## src/rtl/mem_port_arbiter.sv

```systemverilog
// Shares one single-port RAM between the fetch port and the MEM-stage load/store port.
// One access in flight at a time; data wins contention, fetch is forced after MAX_STARVE losses.
module mem_port_arbiter #(
   parameter int ADDR_W     = 32,
   parameter int DATA_W     = 32,
   parameter int RAM_LAT    = 1,
   parameter int MAX_STARVE = 4
) (
   input  logic              clk,
   input  logic              reset,
   input  logic              if_req,
   input  logic [ADDR_W-1:0] if_addr,
   output logic              if_gnt,
   output logic              if_rvalid,
   output logic [DATA_W-1:0] if_rdata,
   input  logic              d_req,
   input  logic              d_we,
   input  logic [ADDR_W-1:0] d_addr,
   input  logic [DATA_W-1:0] d_wdata,
   output logic              d_gnt,
   output logic              d_rvalid,
   output logic [DATA_W-1:0] d_rdata,
   output logic [ADDR_W-1:0] ram_address,
   output logic [DATA_W-1:0] ram_data_in,
   output logic              ram_read,
   output logic              ram_write,
   input  logic [DATA_W-1:0] ram_data_out
);
   localparam int SW = $clog2(MAX_STARVE + 1);
   localparam int LW = (RAM_LAT > 1) ? $clog2(RAM_LAT) : 1;

   typedef enum logic [1:0] {IDLE, CMD, WAIT} state_t;

   state_t          state, state_nx;
   logic   [LW-1:0] lat_cnt, lat_nx;
   logic   [SW-1:0] starve_cnt, starve_nx;
   logic            owner_d;
   logic            op_we;
   logic            rvalid_q, rvalid_nx;
   logic            force_if;
   logic            d_win;

   always_comb begin
      force_if  = (starve_cnt == SW'(MAX_STARVE));
      d_win     = d_req && !(if_req && force_if);
      d_gnt     = 1'b0;
      if_gnt    = 1'b0;
      state_nx  = state;
      lat_nx    = lat_cnt;
      starve_nx = starve_cnt;
      rvalid_nx = 1'b0;
      case (state)
         IDLE: begin
            // grants are combinational, so they must also be held off while reset is asserted
            d_gnt  = reset && d_win;
            if_gnt = reset && if_req && !d_win;
            if (if_gnt)
               starve_nx = '0;
            else if (d_gnt && if_req && starve_cnt < SW'(MAX_STARVE))
               starve_nx = starve_cnt + SW'(1);
            if (d_gnt || if_gnt)
               state_nx = CMD;
         end
         CMD: begin
            if (op_we) begin
               state_nx = IDLE;
            end else if (RAM_LAT == 1) begin
               state_nx  = IDLE;
               rvalid_nx = 1'b1;
            end else begin
               state_nx = WAIT;
               lat_nx   = LW'(RAM_LAT - 1);
            end
         end
         WAIT: begin
            // lat_cnt counts the WAIT cycles left before data appears on ram_data_out
            if (lat_cnt == LW'(1)) begin
               state_nx  = IDLE;
               rvalid_nx = 1'b1;
            end else begin
               lat_nx = lat_cnt - LW'(1);
            end
         end
         default: state_nx = IDLE;
      endcase
   end

   always_ff @(posedge clk or negedge reset) begin
      if (!reset) begin
         state       <= IDLE;
         lat_cnt     <= '0;
         starve_cnt  <= '0;
         rvalid_q    <= 1'b0;
         owner_d     <= 1'b0;
         op_we       <= 1'b0;
         ram_address <= '0;
         ram_data_in <= '0;
         ram_read    <= 1'b0;
         ram_write   <= 1'b0;
      end else begin
         state      <= state_nx;
         lat_cnt    <= lat_nx;
         starve_cnt <= starve_nx;
         rvalid_q   <= rvalid_nx;
         ram_read   <= 1'b0;
         ram_write  <= 1'b0;
         if (d_gnt || if_gnt) begin
            owner_d     <= d_gnt;
            op_we       <= d_gnt && d_we;
            ram_address <= d_gnt ? d_addr : if_addr;
            ram_read    <= !(d_gnt && d_we);
            ram_write   <= d_gnt && d_we;
         end
         if (d_gnt && d_we)
            ram_data_in <= d_wdata;
      end
   end

   // owner only changes at the end of a grant cycle, so it is still valid in the rvalid cycle
   assign if_rvalid = rvalid_q && !owner_d;
   assign d_rvalid  = rvalid_q && owner_d;
   assign if_rdata  = ram_data_out;
   assign d_rdata   = ram_data_out;

   a_gnt_idle : assert property (@(posedge clk) disable iff (!reset)
      (if_gnt || d_gnt) |-> (state == IDLE));
   a_one_gnt  : assert property (@(posedge clk) disable iff (!reset) !(if_gnt && d_gnt));
   a_one_strb : assert property (@(posedge clk) disable iff (!reset) !(ram_read && ram_write));
   a_one_rv   : assert property (@(posedge clk) disable iff (!reset) !(if_rvalid && d_rvalid));

endmodule
```

## config.mk

```make
export PLATFORM = sky130hd
export DESIGN_NAME = mem_port_arbiter
export DESIGN_NICKNAME = d
export VERILOG_FILES = /design/src/rtl/mem_port_arbiter.sv
export SDC_FILE = /design/constraint.sdc
export NUM_CORES = 1
export LEC_CHECK = 0
export ABC_AREA = 1
export BUFFER_PORTS_ARGS = -buffer_cell sky130_fd_sc_hd__buf_4
export CORE_AREA = 2 2 104 106
export DETAILED_ROUTE_END_ITERATION = 7
export DIE_AREA = 0 0 106 108
export PLACE_DENSITY = 0.73
export SYNTH_ARGS = -nofsm -noshare
export SYNTH_HDL_FRONTEND = slang
export SYNTH_SLANG_ARGS = --single-unit
```

## constraint.sdc

```tcl
create_clock -name clk -period 2.5 [get_ports clk]
set_input_delay 0.5 -clock clk [delete_from_list [all_inputs] [get_ports clk]]
set_output_delay 0.5 -clock clk [all_outputs]
set_load 0.03 [all_outputs]
```

==> flow_metrics.env <==
export IMPL_ant_nets=0
export IMPL_crit_path_cell_trace="inv_1, ha_1, nand3_2, nand2_2, nand2_1, inv_1, buf_4"
export IMPL_max_freq_mhz=459
export IMPL_initial_utilization_pct=37.0
export IMPL_powerDensity_nw_per_um2=936
export IMPL_synth_top_area_share_pct=48.2
export IMPL_htreeDepth=3
export IMPL_placement_io_buffers=170
export IMPL_drc=0
export IMPL_synth_top_cell_by_area="dfrtp_1"
export IMPL_cp_data_arrival_time_ps=1680
export IMPL_cts_root_buf="clkbuf_8"
export IMPL_drt_total_wl_mm=11.2
export IMPL_fin_tns_setup_ps=0
export IMPL_postCtsSetupBuffers=0
export IMPL_whs_ps=20.9
export IMPL_via_count=3535
export IMPL_ys_ff_latch=73
export IMPL_antenna_found_initial=0
export IMPL_path_clk_slew_ps=80
export IMPL_grt_ovfl_total=0
export IMPL_wl_per_cell_um=16.5
export IMPL_rsz0062_at_grt="no"
export IMPL_tightest_slew_ps=415
export IMPL_core_area_um2=10200
export IMPL_path_class="reg -> out"
export IMPL_worstPathMaxFanout=9
export IMPL_dpl_instance_area_um2=4680
export IMPL_irDropWorstVdd_mv=0.444
export IMPL_ys_types=22
export IMPL_first_pass_iters=5
export IMPL_n_fill_cell=998
export IMPL_final_common_cell="buf_4"
export IMPL_outcome="completed"
export IMPL_fin_crit_sh_pct=87.2
export IMPL_routabilityCongestion=0.854
export IMPL_diodes=0
export IMPL_postSynthAreaPerCell_um2=8.63
export IMPL_clock_sinks=73
export IMPL_drive_gt1_share_pct=38.3
export IMPL_p_total_mw=4.64
export IMPL_final_setup_viol_count=0
export IMPL_cp_start_kind="register"
export IMPL_netlist_area_um2=3790
export IMPL_path_delay_family="simple AND/OR/NAND/NOR gates"
export IMPL_clock_latency_ps=340
export IMPL_max_clock_path_buffers=2
export IMPL_grt_max_degree=36
export IMPL_hpwl_mm=7.84
export IMPL_yosysWarnings=0
export IMPL_fin_skew_ps=6.20
export IMPL_fin_ws_ps=321
export IMPL_relSlewSlack_pct=72.3
export IMPL_die_w_um=106
export IMPL_critPathCaptureType="primary output"
export IMPL_cts_hold_buf=0
export IMPL_synth_seq_area_share_pct=48.2
export IMPL_mostFrequentLayoutCells="buf_4 (182), nand3_1 (99), nand2_1 (77)"
export IMPL_synth_cells=439
export IMPL_slew_violations=0
export IMPL_cellLeakagePower_nw=2.60
export IMPL_multi_input_area_um2=1270
export IMPL_hold_viol=0
export IMPL_die_area_um2=11400
export IMPL_worstPathRequired_ps=2000
export IMPL_syn_to_final_growth_pct=30.8
export IMPL_final_cell_area_um2=4960
export IMPL_max_stage_delay_ps=400
export IMPL_maxCapViolCount=0
export IMPL_cts_resized=0
export IMPL_regArea_um2=1830
export IMPL_vias_per_cell=5.23
export IMPL_cts_buffers=9
export IMPL_cts_tree="done"
export IMPL_track_usage_pct=19.2
export IMPL_cpMostUsedCell="inv_1"
export IMPL_final_nets=670
export IMPL_place_ws_ps=542
export IMPL_path_buf_inv=3
export IMPL_die_h_um=108
export IMPL_synth_fp_nets=574
export IMPL_grt_pass1_wl_mm=17.2
export IMPL_pin_count=267
export IMPL_synthTopCellsByArea="dfrtp_1 (48%), buf_4 (14%), nand3_1 (13%)"
export IMPL_grt_pass1_vias=3454
export IMPL_fin_crit_ps=2180
export IMPL_rows=37
export IMPL_first_iter_violations=325
export IMPL_hp_class="in -> async"
export IMPL_worst_path_max_delay_cell="dfrtp_1"
-- synthesized netlist by cell type, drive strengths merged --
cell type / instances
nand3: 100
buf: 81
nand2: 78
dfrtp: 73
o21ai: 35
nand4: 33
clkbuf: 16
inv: 13
nor2: 7
ha: 2
a21o: 1
-- report_power, final --
part           total (mW)  internal (mW)  switching (mW)
combinational        1.71          0.637            1.08
clock                1.26          0.818           0.442
sequential           1.67           1.48           0.188
-- flip-flops by register name (all words and copies together) (netlist names) --
name,flops
ram_write,1
ram_address,32
op_we,1
starve_cnt,3
rvalid_q,1
owner_d,1
state,1
ram_data_in,32
ram_read,1
-- worst paths after layout --
path | from | end | slack, ps | depth (start not counted)
min in group clk | d_wdata[28] | ram_data_in[28] | 380 | 3
max reg2reg | starve_cnt[0] | ram_read | 750 | 8
max in group asynchronous | reset | ram_data_in[7] | 1790 | 2
max | starve_cnt[0] | if_gnt | 320 | 7
min reg2reg | op_we | rvalid_q | 420 | 1
min | reset | ram_address[9] | 20 | 1
-- kinds of logic (layout without fill, tap and decap cells) --
| logic type | after synthesis | after routing | share of synthesized area [%] |
|---|---|---|---|
| AND/OR/NAND/NOR | 218 | 218 | 27.9 |
| flip-flops | 73 | 73 | 48.2 |
| AO/OA/AOI/OAI | 36 | 36 | 4.92 |
| adder cells (fa/ha/maj) | 2 | 2 | 0.660 |
| buffers and inverters | 110 | 211 | 18.3 |
-- cell type report --
type	instances	share of cell area [%]
flip-flops and latches	73	36.9
repair buffers	182	27.6
multi-input cells	256	25.6
well taps	136	3.43
clock buffers	11	3.05
clock inverters	5	2.52
inverters	13	0.984
-- metrics by stage --
step	utilization [%]	cells
final	48.5	676
after global routing	48.5	676
after CTS	48.5	676
after detailed placement	45.8	660
after global placement	45.8	660
after floorplan	-	439
-- layer usage --
metal  GRT usage [%]  vias to the layer above  part of all wire (%)
met4            9.02                        0                   2.8
met2            32.2                      215                    48
li1                -                     1614                     -
met1            22.9                     1672                    39
met3            5.67                       34                    10
met5               0                        -                     0
-- worst reg2reg max path: cells and delay by family, from the launching register on --
family / cells / cell delay, ps
DFF: 1 / 370
adders and majority gates: 1 / 220
buffers and inverters: 4 / 800
and+or+nand+nor: 3 / 250
Note: power is estimated with default switching activity, not from simulation.
